==> src/rtl/ysyx_220053_pkg.sv <==
// Shared IFU/decoder definitions: FSM states, widths, reset PC, RV opcodes.
package ysyx_220053_pkg;

  localparam int unsigned XLEN_DEFAULT      = 64;
  localparam int unsigned INSTR_W           = 32;
  localparam logic [63:0] DEFAULT_RESET_PC  = 64'h0000_0000_8000_0000;

  // Major opcodes shared with the decoder
  localparam logic [6:0] OPC_LUI    = 7'b0110111;
  localparam logic [6:0] OPC_JAL    = 7'b1101111;
  localparam logic [6:0] OPC_BRANCH = 7'b1100011;
  localparam logic [6:0] OPC_OP_IMM = 7'b0010011;

  typedef enum logic [1:0] {
    S_REQ,
    S_WAIT,
    S_HOLD,
    S_ERR
  } ifu_state_t;

  // Instruction fetch targets must be word aligned
  function automatic logic is_aligned(input logic [1:0] lsb);
    return lsb == 2'b00;
  endfunction

endpackage

==> src/rtl/ysyx_220053_ifu_if.sv <==
// IFU bus bundle: imem request/response, execute redirect, decoder handoff.
interface ysyx_220053_ifu_if #(
  parameter int unsigned XLEN = ysyx_220053_pkg::XLEN_DEFAULT
);
  import ysyx_220053_pkg::*;

  logic                imem_req_valid;
  logic                imem_req_ready;
  logic [XLEN-1:0]     imem_req_addr;
  logic                imem_resp_valid;
  logic [INSTR_W-1:0]  imem_resp_data;
  logic                redirect_valid;
  logic [XLEN-1:0]     redirect_pc;
  logic                instr_valid;
  logic                instr_ready;
  logic [INSTR_W-1:0]  instr_o;
  logic [XLEN-1:0]     pc_o;
  logic                misalign_o;

  // IFU side
  modport master (
    output imem_req_valid, imem_req_addr, instr_valid, instr_o, pc_o, misalign_o,
    input  imem_req_ready, imem_resp_valid, imem_resp_data,
           redirect_valid, redirect_pc, instr_ready
  );

  // Memory / execute / decoder side
  modport slave (
    input  imem_req_valid, imem_req_addr, instr_valid, instr_o, pc_o, misalign_o,
    output imem_req_ready, imem_resp_valid, imem_resp_data,
           redirect_valid, redirect_pc, instr_ready
  );

endinterface

==> src/rtl/ysyx_220053_ifu_outbuf.sv <==
// Holding register for the fetched word and its PC towards the decoder.
module ysyx_220053_ifu_outbuf
  import ysyx_220053_pkg::*;
#(
  parameter int unsigned XLEN = XLEN_DEFAULT
) (
  input  logic               clk,
  input  logic               rst,
  input  logic               i_load,
  input  logic               i_consume,
  input  logic               i_flush,
  input  logic [INSTR_W-1:0] i_instr,
  input  logic [XLEN-1:0]    i_pc,
  output logic               o_valid,
  output logic [INSTR_W-1:0] o_instr,
  output logic [XLEN-1:0]    o_pc
);

  logic               r_valid;
  logic [INSTR_W-1:0] r_instr;
  logic [XLEN-1:0]    r_pc;

  // Flush beats load beats consume; payload only changes on load
  always_ff @(posedge clk) begin
    if (rst) begin
      r_valid <= 1'b0;
      r_instr <= '0;
      r_pc    <= '0;
    end else if (i_flush) begin
      r_valid <= 1'b0;
    end else if (i_load) begin
      r_valid <= 1'b1;
      r_instr <= i_instr;
      r_pc    <= i_pc;
    end else if (i_consume) begin
      r_valid <= 1'b0;
    end
  end

  assign o_valid = r_valid;
  assign o_instr = r_instr;
  assign o_pc    = r_pc;

endmodule

==> src/rtl/ysyx_220053_ifu.sv <==
// Instruction fetch unit: PC owner, single-outstanding imem fetch, redirect and misalign handling.
module ysyx_220053_ifu
  import ysyx_220053_pkg::*;
#(
  parameter logic [63:0] RESET_PC = DEFAULT_RESET_PC,
  parameter int unsigned XLEN     = XLEN_DEFAULT
) (
  input  logic                     clk,
  input  logic                     rst,
  ysyx_220053_ifu_if.master        bus
);

  ifu_state_t         r_state, w_state_nxt;
  logic [XLEN-1:0]    r_pc, w_pc_nxt;
  logic               r_kill, w_kill_nxt;
  logic               r_misalign, w_misalign_nxt;
  logic               w_load, w_consume, w_flush;
  logic               w_req_hs;
  logic               w_redirect_bad;
  logic               w_ob_valid;
  logic [INSTR_W-1:0] w_ob_instr;
  logic [XLEN-1:0]    w_ob_pc;

  // Request is withheld during reset so no handshake can slip through
  assign bus.imem_req_valid = (r_state == S_REQ) && !rst;
  assign bus.imem_req_addr  = r_pc;
  assign w_req_hs           = bus.imem_req_valid && bus.imem_req_ready;
  assign w_redirect_bad     = bus.redirect_valid && !is_aligned(bus.redirect_pc[1:0]);

  // State, PC, kill and sticky misalign registers
  always_ff @(posedge clk) begin
    if (rst) begin
      r_state    <= S_REQ;
      r_pc       <= XLEN'(RESET_PC);
      r_kill     <= 1'b0;
      r_misalign <= 1'b0;
    end else begin
      r_state    <= w_state_nxt;
      r_pc       <= w_pc_nxt;
      r_kill     <= w_kill_nxt;
      r_misalign <= w_misalign_nxt;
    end
  end

  // Next state, PC update and output-buffer control
  always_comb begin
    w_state_nxt    = r_state;
    w_pc_nxt       = r_pc;
    w_kill_nxt     = r_kill;
    w_misalign_nxt = r_misalign;
    w_load         = 1'b0;
    w_consume      = 1'b0;
    w_flush        = 1'b0;

    if (w_redirect_bad) begin
      w_misalign_nxt = 1'b1;
      w_flush        = 1'b1;
      w_state_nxt    = S_ERR;
    end else begin
      if (bus.redirect_valid) begin
        w_pc_nxt = bus.redirect_pc;
      end
      case (r_state)
        S_REQ: begin
          if (w_req_hs) begin
            w_state_nxt = S_WAIT;
            // Request left for the old PC: its response must be dropped
            if (bus.redirect_valid) begin
              w_kill_nxt = 1'b1;
            end
          end
        end
        S_WAIT: begin
          if (bus.imem_resp_valid) begin
            if (bus.redirect_valid || r_kill) begin
              w_kill_nxt  = 1'b0;
              w_state_nxt = S_REQ;
            end else begin
              w_load      = 1'b1;
              w_state_nxt = S_HOLD;
            end
          end else if (bus.redirect_valid) begin
            w_kill_nxt = 1'b1;
          end
        end
        S_HOLD: begin
          if (bus.redirect_valid) begin
            w_flush     = 1'b1;
            w_state_nxt = S_REQ;
          end else if (bus.instr_ready) begin
            w_consume   = 1'b1;
            w_pc_nxt    = r_pc + XLEN'(4);
            w_state_nxt = S_REQ;
          end
        end
        S_ERR: begin
          w_state_nxt = S_ERR;
        end
        default: begin
          w_state_nxt = S_ERR;
        end
      endcase
    end
  end

  ysyx_220053_ifu_outbuf #(
    .XLEN (XLEN)
  ) u_outbuf (
    .clk       (clk),
    .rst       (rst),
    .i_load    (w_load),
    .i_consume (w_consume),
    .i_flush   (w_flush),
    .i_instr   (bus.imem_resp_data),
    .i_pc      (r_pc),
    .o_valid   (w_ob_valid),
    .o_instr   (w_ob_instr),
    .o_pc      (w_ob_pc)
  );

  assign bus.instr_valid = w_ob_valid;
  assign bus.instr_o     = w_ob_instr;
  assign bus.pc_o        = w_ob_pc;
  assign bus.misalign_o  = r_misalign;

endmodule

==> src/flat_wrapper.sv <==
// flat-port wrapper written by rule: the top's interface ports become plain ports
module ysyx_220053_ifu_flat import ysyx_220053_pkg::*;
#(
  parameter logic [63:0] RESET_PC = DEFAULT_RESET_PC,
  parameter int unsigned XLEN     = XLEN_DEFAULT
)
  (clk, rst, bus_imem_req_valid, bus_imem_req_addr, bus_instr_valid, bus_instr_o, bus_pc_o, bus_misalign_o, bus_imem_req_ready, bus_imem_resp_valid, bus_imem_resp_data, bus_redirect_valid, bus_redirect_pc, bus_instr_ready);
  ysyx_220053_ifu_if #(.XLEN(XLEN)) bus_i ();
  input  logic clk;
  input  logic rst;
  output wire logic [$bits(bus_i.imem_req_valid)-1:0] bus_imem_req_valid;
  output wire logic [$bits(bus_i.imem_req_addr)-1:0] bus_imem_req_addr;
  output wire logic [$bits(bus_i.instr_valid)-1:0] bus_instr_valid;
  output wire logic [$bits(bus_i.instr_o)-1:0] bus_instr_o;
  output wire logic [$bits(bus_i.pc_o)-1:0] bus_pc_o;
  output wire logic [$bits(bus_i.misalign_o)-1:0] bus_misalign_o;
  input wire logic [$bits(bus_i.imem_req_ready)-1:0] bus_imem_req_ready;
  input wire logic [$bits(bus_i.imem_resp_valid)-1:0] bus_imem_resp_valid;
  input wire logic [$bits(bus_i.imem_resp_data)-1:0] bus_imem_resp_data;
  input wire logic [$bits(bus_i.redirect_valid)-1:0] bus_redirect_valid;
  input wire logic [$bits(bus_i.redirect_pc)-1:0] bus_redirect_pc;
  input wire logic [$bits(bus_i.instr_ready)-1:0] bus_instr_ready;
  assign bus_imem_req_valid = bus_i.imem_req_valid;
  assign bus_imem_req_addr = bus_i.imem_req_addr;
  assign bus_instr_valid = bus_i.instr_valid;
  assign bus_instr_o = bus_i.instr_o;
  assign bus_pc_o = bus_i.pc_o;
  assign bus_misalign_o = bus_i.misalign_o;
  assign bus_i.imem_req_ready = bus_imem_req_ready;
  assign bus_i.imem_resp_valid = bus_imem_resp_valid;
  assign bus_i.imem_resp_data = bus_imem_resp_data;
  assign bus_i.redirect_valid = bus_redirect_valid;
  assign bus_i.redirect_pc = bus_redirect_pc;
  assign bus_i.instr_ready = bus_instr_ready;
  ysyx_220053_ifu #(.RESET_PC(RESET_PC), .XLEN(XLEN)) u_core (.clk(clk), .rst(rst), .bus(bus_i));
endmodule
==> config.mk <==
export PLATFORM = sky130hd
export DESIGN_NAME = ysyx_220053_ifu_flat
export DESIGN_NICKNAME = d
export VERILOG_FILES = /design/src/rtl/ysyx_220053_pkg.sv /design/src/rtl/ysyx_220053_ifu_if.sv /design/src/rtl/ysyx_220053_ifu_outbuf.sv /design/src/rtl/ysyx_220053_ifu.sv /design/src/flat_wrapper.sv
export SDC_FILE = /design/constraint.sdc
export NUM_CORES = 1
export LEC_CHECK = 0
export CORE_ASPECT_RATIO = 1.25
export CORE_MARGIN = 2
export CORE_UTILIZATION = 44
export CTS_CLUSTER_DIAMETER = 40
export DETAILED_ROUTE_END_ITERATION = 10
export PLACE_DENSITY = 0.78
export SYNTH_ARGS = -nofsm -noshare
export SYNTH_HDL_FRONTEND = slang
export SYNTH_HIERARCHICAL = 1
export SYNTH_SLANG_ARGS = --single-unit
export TNS_END_PERCENT = 10
==> constraint.sdc <==
create_clock -name clk -period 1.98 [get_ports clk]
set_input_delay 0.198 -clock clk [delete_from_list [all_inputs] [get_ports clk]]
set_output_delay 0.198 -clock clk [all_outputs]
set_load 0.03 [all_outputs]
==> results by group <==
Worst setup path
  • R2r setup slk: between 0.02 and 0.03 ns
  • Slowest CP cell: or4_4
  • Reg-to-reg critical path endpoint: u_core/bus.imem_req_addr[40]
  • Startpoint types: register
  • Crit end category: register
  • Worst reg2reg path depth: 5
  • Max stage delay on crit path: 0.58 ns
  • Max FO, Critical Path: 4
  • Crit. Startpoint: u_core/bus.imem_req_addr[20]
  • WP data arrival: 2.25 ns
  • CP Cell Sequence: nand4_1 > or4_4 > nor4_2 > mux2i_1 > o21ai_0
  • CP Class: reg2reg
  • Worst R2R Start: u_core/bus.imem_req_addr[20]
  • Worst Path Required: 2.27 ns

Worst hold path
  • Worst hold start: rst
  • Hold/Removal Path Class: in2reg
  • Min-Delay Path Depth: 2
  • Min-Delay Endpoint: u_core/r_state[1]

GRT
  • Total track usage: 29.8%
  • Global route total overflow: 0
  • Grt met1 use: 35.3%
  • Global-route wire length before repair: 52200 um
  • Initial antenna violation count: 0
  • Vias in the first global route: 9700
  • Largest net degree at the start of global routing: 105
  • Met3 Resource Use GR: between 6 and 7%
  • Most Crowded Layer GR: met2
  • Met2 Usage GRT: 52.2%

Die
  • Die Ht: 165 um
  • I/O pin total: 265
  • Initial Util: 45.1%
  • Die area: 21800 um^2
  • Core Rows: 58
  • Die Wd: 133 um
  • Core outline area: a little over 20000 um^2

Finish
  • # diodes: 0
  • Fin nets: 1518
  • Commonest non-fill, non-tap cells in the layout: 261 x clkdlybuf4s50_1, 145 x buf_4, 122 x dfxtp_1, 100 x nand2b_1, 96 x nand4bb_1
  • Post-route cell area: 13800 um^2
  • Register area: 3360 um^2
  • Filler instances: approximately 1700
  • Area Overhead vs Synth: 51.3%
  • Commonest non-fill, non-tap cell in the layout: clkdlybuf4s50_1
  • Multi-input gate area: ~5500 um^2
  • Share of cells above drive strength 1: 19.5%

Placement
  • Post-DP Area: 13000 um^2
  • Routability cong.: 0.981
  • I/O Buffers: 264
  • Worst slack at placement: -0.168 ns
  • Post-DP HPWL: about 24000 um

Timing
  • Final setup margin: 0.0258 ns
  • Worst Tran Pin Value: 0.530 ns
  • Clock Skew: 0.00774 ns
  • Period utilization: 98.7%
  • Final setup fails: 0
  • Max Transition Viols Final: 0
  • Fmax: 0.512 GHz
  • Setup tns final: 0 ns
  • Hold slack final: 0.0498 ns
  • Slew margin rel.: between 60% and 70%
  • Hold Vio Cnt, Final: 0
  • Fin crit period: 1.95 ns

Job
  • Max cap viols: 0

Pwr
  • Comb pwr share: 17.5%
  • Sequential power share: 42.0%
  • Max VDD drop: a little under 0.6 mV
  • Switching Fraction: 27.8%
  • Pwr Density: 607 nW/um^2
  • Clock group share of total power: 40.5%
  • Overall power: 8360 uW
  • Cell-internal power: 6030 uW
  • Switching Power: about 2300 uW
  • Leakage: 0.00489 uW

Clock network
  • Bufs on Longest Clock Path: 2
  • Clock root buffer: clkbuf_16
  • CTS clk-pin slew, worst paths: about 0.07 ns
  • Clk sinks: between 150 and 200
  • CTS tree: built
  • Clock Latency Late Sink: approximately 0.43 ns
  • Inserted Clock Buffers: 17
  • H-tree Lvls: 4

Detailed routing
  • Drt wl/cell: 20.0 um
  • Initial drt markers: 900
  • Post-DRT Antenna Nets: 0
  • Via count: 10200
  • Remaining routing DRC violations: 0
  • Final WL: 33800 um
  • Number of detailed-route iterations in the first pass: 6
  • DR vias/cell: ~6

Yosys
  • Post-synthesis cell type count: 70
  • Synth Warn #: 6
  • Ys flop type: dfxtp_1
  • Synth async-reset ratio: 0%
  • Mapped Avg Cell Area: 8.54 um^2
  • Syn nets: 1172
  • Number of enable-type register cells in the synthesized netlist: 0
  • Post-synthesis sequential area ratio: 36.3%
  • #FFs+latches synth: 165
  • Cells after Synth: 1065
  • Cell Area, Synth: 9100 um^2

Run status
  • Outcome: finished clean
==> layout make-up <==
type                       instances  share of cell area, %
clock buffer                      18                   3.19
clock inverter                    13                   1.06
inverter                          14                  0.382
multi-input combinational        793                   39.9
sequential                       165                   24.4
tap                              270                   2.45
timing repair buffer             420                   28.5
==> per-layer routing <==
metal / share of wire, % / up-vias
met5: 0 / -
met4: 4.2 / 0
met2: 48 / 557
li1: - / 4705
met3: 9.2 / 105
met1: 38 / 4791
==> registers in the layout, indices dropped and copies added, names as in the netlist <==
name and flops:
u_core/u_outbuf/o_instr 32, u_core/bus.imem_req_addr 64, u_core/r_kill 1, u_core/u_outbuf/o_pc 64
u_core/u_outbuf/o_valid 1, u_core/r_state 2, u_core/bus.misalign_o 1
==> power by group through the flow <==
stage,Clock [uW],Combinational (uW),Sequential [uW]
after floorplan,0,528,3760
after global placement,0,1420,3570
after detailed placement,0,1430,3580
after CTS,3410,1440,3500
after global routing,3570,1550,3520
final,3380,1470,3510
==> worst max-delay path: cells and delay by family, from the launching register on <==
family | cells | cell delay [ns]
AO/OA/AOI/OAI | 1 | 0.10
flip-flops | 1 | 0.34
multiplexers | 1 | 0.24
AND/OR/NAND/NOR | 3 | 1.14
==> synthesized netlist by cell type, drive strengths merged (6+ instances only) <==
cell type / count / share of area [%]
o21a: 7 / 0.58
nor3: 26 / 1.5
mux2i: 13 / 1.4
nand3: 37 / 2.3
and3: 21 / 1.4
o311ai: 7 / 0.67
nand4bb: 96 / 12
inv: 14 / 0.58
nand2: 61 / 2.5
nor4: 17 / 1.6
dfxtp: 165 / 36
a221oi: 7 / 0.67
buf: 29 / 2.0
and2: 6 / 0.41
a22oi: 14 / 1.2
nor2: 53 / 2.3
and4: 9 / 0.87
nand4: 39 / 3.1
o21ai: 122 / 6.7
clkbuf: 65 / 2.8
or4: 13 / 1.1
a21oi: 39 / 2.1
o211ai: 12 / 0.99
nand2b: 100 / 6.9
a31oi: 22 / 1.5
or3: 13 / 0.89
==> worst max path at each step <==
| stage | end | slack, ns | cells past startpoint |
|---|---|---|---|
| after floorplan | u_core/bus.imem_req_addr[57] | -0.03 | 5 |
| after global placement | u_core/bus.imem_req_addr[17] | -0.13 | 7 |
| after detailed placement | u_core/bus.imem_req_addr[52] | -0.17 | 7 |
| after CTS | u_core/bus.imem_req_addr[51] | -0.02 | 8 |
| after global routing | u_core/bus.imem_req_addr[45] | -0.02 | 8 |
| final | u_core/bus.imem_req_addr[40] | 0.03 | 5 |
==> kinds of logic after synthesis <==
logic type	count (synthesis)	share of synthesized area (%)
mux	16	1.80
simple gates	505	38.1
xor+xnor	1	0.0963
compound gates	265	17.6
fa+ha+maj	5	0.688
flops	165	36.3
buf+inv	108	5.32
==> timing repair <==
item	CTS	global route
endpoints found under the setup margin	30	99
cloned	0	1
gates resized for setup	5	29
hold buffers	0	0
pin swaps	2	7
buffers inserted	0	4
==> per-stage QoR <==
stage / utilization (%) / cells
final: 68.2 / 1693
after detailed placement: 64.4 / 1657
after floorplan: - / 1065
after global placement: 64.4 / 1657
after CTS: 67.4 / 1688
after global routing: 68.2 / 1693
No activity file was read; power rests on OpenSTA's default activity.
